==> src/rtl/dmem_arbiter.sv <==
// Two-port round-robin arbiter in front of a single-ported data memory.
// Each accepted request takes three cycles: grant, memory access, response pulse.
//   state  | meaning
//   IDLE   | arbitrate, accept at most one request
//   ACCESS | drive memory with the latched request, capture read data
//   RESP   | one-cycle response pulse to the latched port
module dmem_arbiter #(
   parameter int unsigned DEPTH = 64
) (
   input  logic        clk,
   input  logic        rst_n,
   input  logic        p0_valid,
   output logic        p0_ready,
   input  logic        p0_we,
   input  logic [31:0] p0_addr,
   input  logic [31:0] p0_wdata,
   output logic        p0_rsp_valid,
   output logic [31:0] p0_rsp_rdata,
   output logic        p0_rsp_err,
   input  logic        p1_valid,
   output logic        p1_ready,
   input  logic        p1_we,
   input  logic [31:0] p1_addr,
   input  logic [31:0] p1_wdata,
   output logic        p1_rsp_valid,
   output logic [31:0] p1_rsp_rdata,
   output logic        p1_rsp_err,
   output logic [31:0] mem_addr,
   output logic [31:0] mem_wd,
   output logic        mem_we,
   input  logic [31:0] mem_rd
);

   typedef enum logic [1:0] {S_IDLE, S_ACCESS, S_RESP} state_t;

   state_t      state_q, state_d;
   logic        ptr_q, ptr_d;
   logic        port_q, port_d;
   logic        we_q, we_d;
   logic        err_q, err_d;
   logic [31:0] addr_q, addr_d;
   logic [31:0] wdata_q, wdata_d;
   logic [31:0] rdata0_q, rdata0_d;
   logic [31:0] rdata1_q, rdata1_d;
   logic        grant0, grant1, hs;
   logic [31:0] sel_addr;
   logic [31:0] resp_word;

   always_ff @(posedge clk or negedge rst_n) begin
      if (!rst_n) state_q <= S_IDLE;
      else        state_q <= state_d;
   end

   always_comb begin
      state_d = state_q;
      case (state_q)
         S_IDLE:   if (hs) state_d = S_ACCESS;
         S_ACCESS: state_d = S_RESP;
         S_RESP:   state_d = S_IDLE;
         default:  state_d = S_IDLE;
      endcase
   end

   // ptr_q = 1 favours port 1 when both ports request together
   always_comb begin
      grant0       = 1'b0;
      grant1       = 1'b0;
      mem_we       = 1'b0;
      p0_rsp_valid = 1'b0;
      p1_rsp_valid = 1'b0;
      p0_rsp_err   = 1'b0;
      p1_rsp_err   = 1'b0;
      case (state_q)
         S_IDLE: begin
            grant0 = rst_n && p0_valid && (!p1_valid || !ptr_q);
            grant1 = rst_n && p1_valid && (!p0_valid ||  ptr_q);
         end
         S_ACCESS: mem_we = we_q && !err_q;
         S_RESP: begin
            p0_rsp_valid = !port_q;
            p1_rsp_valid =  port_q;
            p0_rsp_err   = !port_q && err_q;
            p1_rsp_err   =  port_q && err_q;
         end
         default: ;
      endcase
   end

   assign hs           = grant0 || grant1;
   assign p0_ready     = grant0;
   assign p1_ready     = grant1;
   assign mem_addr     = addr_q;
   assign mem_wd       = wdata_q;
   assign p0_rsp_rdata = rdata0_q;
   assign p1_rsp_rdata = rdata1_q;
   assign sel_addr     = grant1 ? p1_addr : p0_addr;
   assign resp_word    = (!we_q && !err_q) ? mem_rd : 32'h0;

   always_comb begin
      ptr_d    = ptr_q;
      port_d   = port_q;
      we_d     = we_q;
      err_d    = err_q;
      addr_d   = addr_q;
      wdata_d  = wdata_q;
      rdata0_d = rdata0_q;
      rdata1_d = rdata1_q;
      if (hs) begin
         ptr_d   = grant0;
         port_d  = grant1;
         we_d    = grant1 ? p1_we : p0_we;
         addr_d  = sel_addr;
         wdata_d = grant1 ? p1_wdata : p0_wdata;
         err_d   = (sel_addr >= 32'(DEPTH));
      end
      if (state_q == S_ACCESS) begin
         if (port_q) rdata1_d = resp_word;
         else        rdata0_d = resp_word;
      end
   end

   always_ff @(posedge clk or negedge rst_n) begin
      if (!rst_n) begin
         ptr_q    <= 1'b0;
         port_q   <= 1'b0;
         we_q     <= 1'b0;
         err_q    <= 1'b0;
         addr_q   <= 32'h0;
         wdata_q  <= 32'h0;
         rdata0_q <= 32'h0;
         rdata1_q <= 32'h0;
      end else begin
         ptr_q    <= ptr_d;
         port_q   <= port_d;
         we_q     <= we_d;
         err_q    <= err_d;
         addr_q   <= addr_d;
         wdata_q  <= wdata_d;
         rdata0_q <= rdata0_d;
         rdata1_q <= rdata1_d;
      end
   end

endmodule

==> config.mk <==
export PLATFORM = sky130hd
export DESIGN_NAME = dmem_arbiter
export DESIGN_NICKNAME = d
export VERILOG_FILES = /design/src/rtl/dmem_arbiter.sv
export SDC_FILE = /design/constraint.sdc
export NUM_CORES = 1
export LEC_CHECK = 0
export CAP_MARGIN = 20
export CORE_ASPECT_RATIO = 1.2
export CORE_MARGIN = 2
export CORE_UTILIZATION = 43
export DETAILED_ROUTE_END_ITERATION = 6
export PLACE_DENSITY = 0.84
export SYNTH_ARGS = -nofsm -noshare
export SYNTH_HDL_FRONTEND = slang
export SYNTH_SLANG_ARGS = --single-unit
==> constraint.sdc <==
create_clock -name clk -period 2.8 [get_ports clk]
set_input_delay 0.56 -clock clk [delete_from_list [all_inputs] [get_ports clk]]
set_output_delay 0.56 -clock clk [all_outputs]
set_load 0.01 [all_outputs]
Yosys cells after proc, flatten, opt, wreduce, memory -nomap -nowiden
Index checks and enable logic that the tools add are counted.
- logic and storage cells: 47
- input bits: 166
- register bits: 134
- output and inout port bits: 135
- bitwise gates (word level): 1
- reduce and logical (&&, ||, !) cells: 20
- $lt $le $gt $ge: 1
- mux-type cells: 13
- eq/ne operators: 3
- operators with widths (operator ; count):
    $mux W32 ; 3
    $ge A32 B7 Y1 const B ; 1
    $logic_and A1 B1 Y1 ; 8
    $mux W1 ; 8
    $logic_not A1 Y1 ; 6
    $pmux W2 S2 ; 1
    $reduce_and A2 Y1 ; 2
    $logic_or A1 B1 Y1 ; 3
    $eq A2 B1 Y1 const B ; 1
    $eq A2 B2 Y1 const B ; 1
    $logic_not A2 Y1 ; 1
    $mux W2 ; 1
    $ne A2 B2 Y1 const B ; 1
    $not A1 Y1 ; 1

Depth between registers and ports, before layout
- depth in word-level cells: 7
- depth in mapped cells: 6
- depth with buffers taken out: 5

Worst setup path after synthesis
OpenSTA, ideal clock, no wires.
- path kind: input -> output
- start point: input port rst_n
- end point: output port p1_ready
- slack: 1.017 ns
- required time: 2.240 ns
- buffers on the path: 1
- stages: 4
- arrival time: 1.223 ns
- cells stage by stage: nor3b_4 -> nand3_2 -> inv_2 -> buf_2
- word-level cells in the longest chain between the ends: 3
- RTL lines (what ; line ; source):
    start: declaration ; 11 ; input logic rst_n,
    $logic_and A1 B1 Y1 (2 in series) ; 76 ; grant1 = rst_n && p1_valid && (!p0_valid || ptr_q);
    $mux W1 ; 73 ; case (state_q)
    end: declaration ; 21 ; output logic p1_ready,
No other way between the ends.

Worst setup path after layout
- start point: input port p0_valid
- end point: output port p1_ready
- word-level cells in the longest chain between the ends: 4
- RTL lines (what ; line ; source):
    start: declaration ; 12 ; input logic p0_valid,
    $logic_not A1 Y1 ; 76 ;
    $logic_or A1 B1 Y1 ; 76 ;
    $logic_and A1 B1 Y1 ; 76 ;
    $mux W1 ; 73 ;
No other way between the ends.

==> flow_summary.html <==
<table>
<tr><th>Metric</th><th>Value</th></tr>
<tr><th colspan="2">STA</th></tr>
<tr><td>Accumulated negative setup slack</td><td>0 ns</td></tr>
<tr><td>Relative slew margins</td><td>a little under a third</td></tr>
<tr><td>Transition at the pin with the smallest max-transition slack</td><td>~1 ns</td></tr>
<tr><td>Maximum clock frequency</td><td>0.398 GHz</td></tr>
<tr><td>Setup-violating endpoint count in the final report</td><td>0</td></tr>
<tr><td>RSZ-0062 raised after global routing</td><td>no</td></tr>
<tr><td>Time the worst path needs with I/O delays and setup</td><td>around 2.5 ns</td></tr>
<tr><td>Slew Limit Fails</td><td>0</td></tr>
<tr><td>Post-Route Skew</td><td>approximately 0.011 ns</td></tr>
<tr><td>Share of the clock period used by the worst path after layout</td><td>approximately 90%</td></tr>
<tr><td>Endpoints failing hold</td><td>0</td></tr>
<tr><td>Final-layout worst hold slack</td><td>about 0.28 ns</td></tr>
<tr><th colspan="2">Critical path</th></tr>
<tr><td>Count of cells along the worst register-to-register path</td><td>3</td></tr>
<tr><td>Worst reg2reg endpoint</td><td>p1_rsp_rdata[0]</td></tr>
<tr><td>Critical path's slowest cell</td><td>clkdlybuf4s50_1</td></tr>
<tr><td>CP Capture Type</td><td>primary output</td></tr>
<tr><td>Worst-case register-to-register setup slack</td><td>roughly 0.85 ns</td></tr>
<tr><td>Worst Path Buf+Inv</td><td>3</td></tr>
<tr><td>Highest net fanout along the worst path</td><td>7</td></tr>
<tr><td>Ordered list of cells on the worst path</td><td>clkdlybuf4s50_1 -&gt; nand2b_1 -&gt; nand3_2 -&gt; inv_2 -&gt; clkdlybuf4s50_1</td></tr>
<tr><td>Endpoint of the most critical setup path</td><td>p1_ready</td></tr>
<tr><td>Type of element launching the critical path</td><td>input pin</td></tr>
<tr><td>Critical path depth in cells</td><td>5</td></tr>
<tr><td>Top delay family on crit path</td><td>buffers and inverters</td></tr>
<tr><td>Source of the worst register-to-register timing path</td><td>state_q[1]</td></tr>
<tr><td>Start point of the critical path</td><td>p0_valid</td></tr>
<tr><td>Required time of the critical path</td><td>2.24 ns</td></tr>
<tr><td>Arrival @ worst endpoint</td><td>~2.0 ns</td></tr>
<tr><td>Delay of the slowest critical-path stage</td><td>0.55 ns</td></tr>
<tr><td>Type of the setup path with the least slack</td><td>input pin to primary output</td></tr>
<tr><td>Crit path top cell by count</td><td>clkdlybuf4s50_1</td></tr>
<tr><th colspan="2">Floorplan</th></tr>
<tr><td>Starting density of the core</td><td>between 40% and 50%</td></tr>
<tr><td>Std-Cell Core Area</td><td>13100 um2</td></tr>
<tr><td>Vertical die dimension</td><td>130 um</td></tr>
<tr><td>Horizontal die dimension</td><td>~110 um</td></tr>
<tr><td>Die area</td><td>14200 um2</td></tr>
<tr><td>Count of standard-cell rows</td><td>46</td></tr>
<tr><td># IOs</td><td>about 300</td></tr>
<tr><th colspan="2">Power</th></tr>
<tr><td>Leakage</td><td>between 4 and 5 nW</td></tr>
<tr><td>Largest vdd supply drop</td><td>~0.00061 V</td></tr>
<tr><td>Power density over the cells</td><td>between 800 and 900 nW/um2</td></tr>
<tr><th colspan="2">Worst hold path</th></tr>
<tr><td>Hold Crit Class</td><td>input pin to async pin</td></tr>
<tr><th colspan="2">Routing</th></tr>
<tr><td>Metal-1 WL</td><td>6910 um</td></tr>
<tr><td>Total length of routed met2 wires</td><td>~9000 um</td></tr>
<tr><td>Uppermost signal routing layer after detailed routing</td><td>met4</td></tr>
<tr><td>DRC Markers</td><td>0</td></tr>
<tr><td>Per-cell routed wire length</td><td>around 17 um</td></tr>
<tr><td>Routed vias/inst</td><td>between 5 and 6</td></tr>
<tr><td>Iter 0 DRT Violations</td><td>between 300 and 400</td></tr>
<tr><td>Number of search-and-repair iterations in the first detailed-routing pass</td><td>7</td></tr>
<tr><td>Routed wire length on met3</td><td>roughly 2000 um</td></tr>
<tr><td>Routed via count</td><td>roughly 5.6k</td></tr>
<tr><td>Wire length after detailed routing</td><td>between 15000 and 20000 um</td></tr>
<tr><td>Number of routed nets with antenna violations</td><td>0</td></tr>
<tr><th colspan="2">Global routing</th></tr>
<tr><td>Vias in the first global route</td><td>5453</td></tr>
<tr><td>Maximum number of pins on one net before global-route repair</td><td>84</td></tr>
<tr><td>All-layer global routing usage</td><td>between 20 and 30%</td></tr>
<tr><td>Total congestion overflow after global routing</td><td>0</td></tr>
<tr><td>Wire length of the first global-routing pass</td><td>between 20000 and 30000 um</td></tr>
<tr><td>Initial antenna violation count</td><td>2</td></tr>
<tr><th colspan="2">Synthesis</th></tr>
<tr><td>Synthesized netlist net count</td><td>between 700 and 800</td></tr>
<tr><td>Number of cells produced by synthesis</td><td>between 600 and 700</td></tr>
<tr><td>Yosys Warn Count</td><td>0</td></tr>
<tr><td>Cell types occupying the most area after synthesis</td><td>dfrtp_1 59%, nand2_1 14%, o21ai_0 6.7%</td></tr>
<tr><td>Number of synthesized register bits</td><td>between 100 and 150</td></tr>
<tr><td>Average size of a mapped cell</td><td>between 9 and 10 um2</td></tr>
<tr><td>Synth cell types</td><td>27</td></tr>
<tr><td>Synthesized area</td><td>around 5700 um2</td></tr>
<tr><td>Seq/Total Area, Yosys</td><td>59.0%</td></tr>
<tr><td>Share of the synthesized area in the top cell type</td><td>slightly below 60%</td></tr>
<tr><td>Biggest area consumer among synthesized cells</td><td>dfrtp_1</td></tr>
<tr><th colspan="2">Placed design</th></tr>
<tr><td>Weighted congestion at the end of routability-driven global placement</td><td>between 0.8 and 0.9</td></tr>
<tr><td>Buffers added on ports</td><td>300</td></tr>
<tr><td>Number of placed cells counting well taps</td><td>roughly 1.0k</td></tr>
<tr><td>Detailed placement HPWL</td><td>roughly 13000 um</td></tr>
<tr><th colspan="2">Cells and area</th></tr>
<tr><td>Top library cells by usage in the layout, fill and taps aside</td><td>299 x clkdlybuf4s50_1, 207 x nand2_1, 134 x dfrtp_1</td></tr>
<tr><td>Final Net Count</td><td>about 1.1k</td></tr>
<tr><td>Layout overhead on the synthesized area</td><td>64.4%</td></tr>
<tr><td>Most frequent standard cell in the layout excluding fill and tap cells</td><td>clkdlybuf4s50_1</td></tr>
<tr><td>Fin cells</td><td>1083</td></tr>
<tr><td>Fraction of final layout cells sized beyond drive strength 1</td><td>~5.4%</td></tr>
<tr><th colspan="2">Clock tree</th></tr>
<tr><td>Clock tree from TritonCTS</td><td>built</td></tr>
<tr><td>Sinks on Clock Net</td><td>134</td></tr>
<tr><td>Maximum number of buffers from clock root to sink</td><td>2</td></tr>
<tr><td>Post-CTS setup buffer count</td><td>0</td></tr>
<tr><td>Clock transition at the register clock pins on the worst setup and hold paths after CTS</td><td>approximately 0.060 ns</td></tr>
<tr><td>PostCTS Resize Cnt</td><td>0</td></tr>
<tr><td>CTS Root Buffer Type</td><td>clkbuf_16</td></tr>
<tr><td>Worst skew pair latency</td><td>0.41 ns</td></tr>
<tr><td>Number of buffers created by CTS</td><td>17</td></tr>
<tr><td>Count of hold buffers inserted by post-cts repair</td><td>0</td></tr>
<tr><td>Count of H-tree levels built during CTS</td><td>4</td></tr>
<tr><th colspan="2">Outcome</th></tr>
<tr><td>Outcome</td><td>completed</td></tr>
<tr><th colspan="2">Job</th></tr>
<tr><td>Count of max-cap constraint violations</td><td>0</td></tr>
</table>
-- synth_stat cells --
| master | n |
|---|---|
| nand2_1 | 208 |
| nand2b_1 | 2 |
| and2b_1 | 1 |
| nor3b_4 | 1 |
| buf_6 | 2 |
| and3_1 | 2 |
| nor2_1 | 43 |
| dfrtp_1 | 134 |
| nor2b_1 | 2 |
| nand3_1 | 2 |
| nand3_2 | 1 |
| inv_2 | 2 |
| o21ai_0 | 76 |
| a311oi_1 | 1 |
| clkbuf_1 | 14 |
| nand4_1 | 2 |
| nor3_1 | 2 |
| buf_4 | 5 |
| mux2i_1 | 26 |
| nand3_4 | 1 |
| o21ai_1 | 14 |
| a31oi_1 | 39 |
| and2_1 | 1 |
| clkbuf_2 | 2 |
| nor4_1 | 12 |
| buf_2 | 18 |
| inv_1 | 1 |
-- sequential cells by signal (all words and copies together), names as in the netlist --
signal,cells
err_q,1
mem_addr,32
mem_wd,32
p0_rsp_rdata,32
p1_rsp_rdata,32
port_q,1
ptr_q,1
state_q,2
we_q,1
-- layout make-up --
cell class | count | area (um2)
diodes | 2 | 5.00
clock buffers | 19 | 453
clock inverters | 13 | 121
fillers | 1006 | 3720
inverters | 3 | 11.3
multi-input cells | 436 | 2120
flip-flops and latches | 134 | 3350
well taps | 168 | 210
repair buffers | 308 | 3080
-- kinds of logic after synthesis --
kind of cell / after synthesis / share of synthesized area [%]
compound gates: 130 / 12.4
buf+inv: 44 / 3.94
mux: 26 / 4.58
flops: 134 / 59.0
simple gates: 280 / 20.2
-- layer usage --
metal	GRT usage (%)	up-vias
met4	9.80	0
met5	0	-
li1	-	2639
met1	28.8	2620
met3	12.0	35
met2	43.3	256
-- how the worst min path moves through the flow --
stage,startpoint,endpoint,slack [ns],depth (start not counted)
after floorplan,rst_n,err_q,0.26,0
after detailed placement,p1_rsp_rdata[22],p1_rsp_rdata[22],0.47,2
after global placement,p1_rsp_rdata[19],p1_rsp_rdata[19],0.46,2
after global routing,rst_n,mem_wd[1],0.34,2
after CTS,rst_n,mem_wd[2],0.29,2
final,rst_n,mem_wd[1],0.28,2
-- metrics by stage --
step / instance area [um2] / total power, mW / utilization [%] / setup slack [ns]
4_1_cts: 9320 / 7.86 / 71.4 / 0.278
6_report: 9350 / 7.82 / 71.6 / 0.285
2_1_floorplan: 5690 / 4.00 / - / 1.02
5_1_grt: 9340 / 8.27 / 71.5 / 0.217
3_3_place_gp: 8750 / 5.63 / 67.0 / 0.277
3_5_place_dp: 8750 / 5.69 / 67.0 / 0.268
-- worst reg2reg max path: stages, from the launching register on --
cell	delay, ns
dfrtp_1	0.41
and2b_1	0.32
nand2_2	0.61
o21ai_0	0.49
-- power breakdown --
group | internal, mW | switching, mW
clock | 1.28 | 0.867
combinational | 1.54 | 1.26
sequential | 2.52 | 0.356
Note: power is estimated with default switching activity, not from simulation.
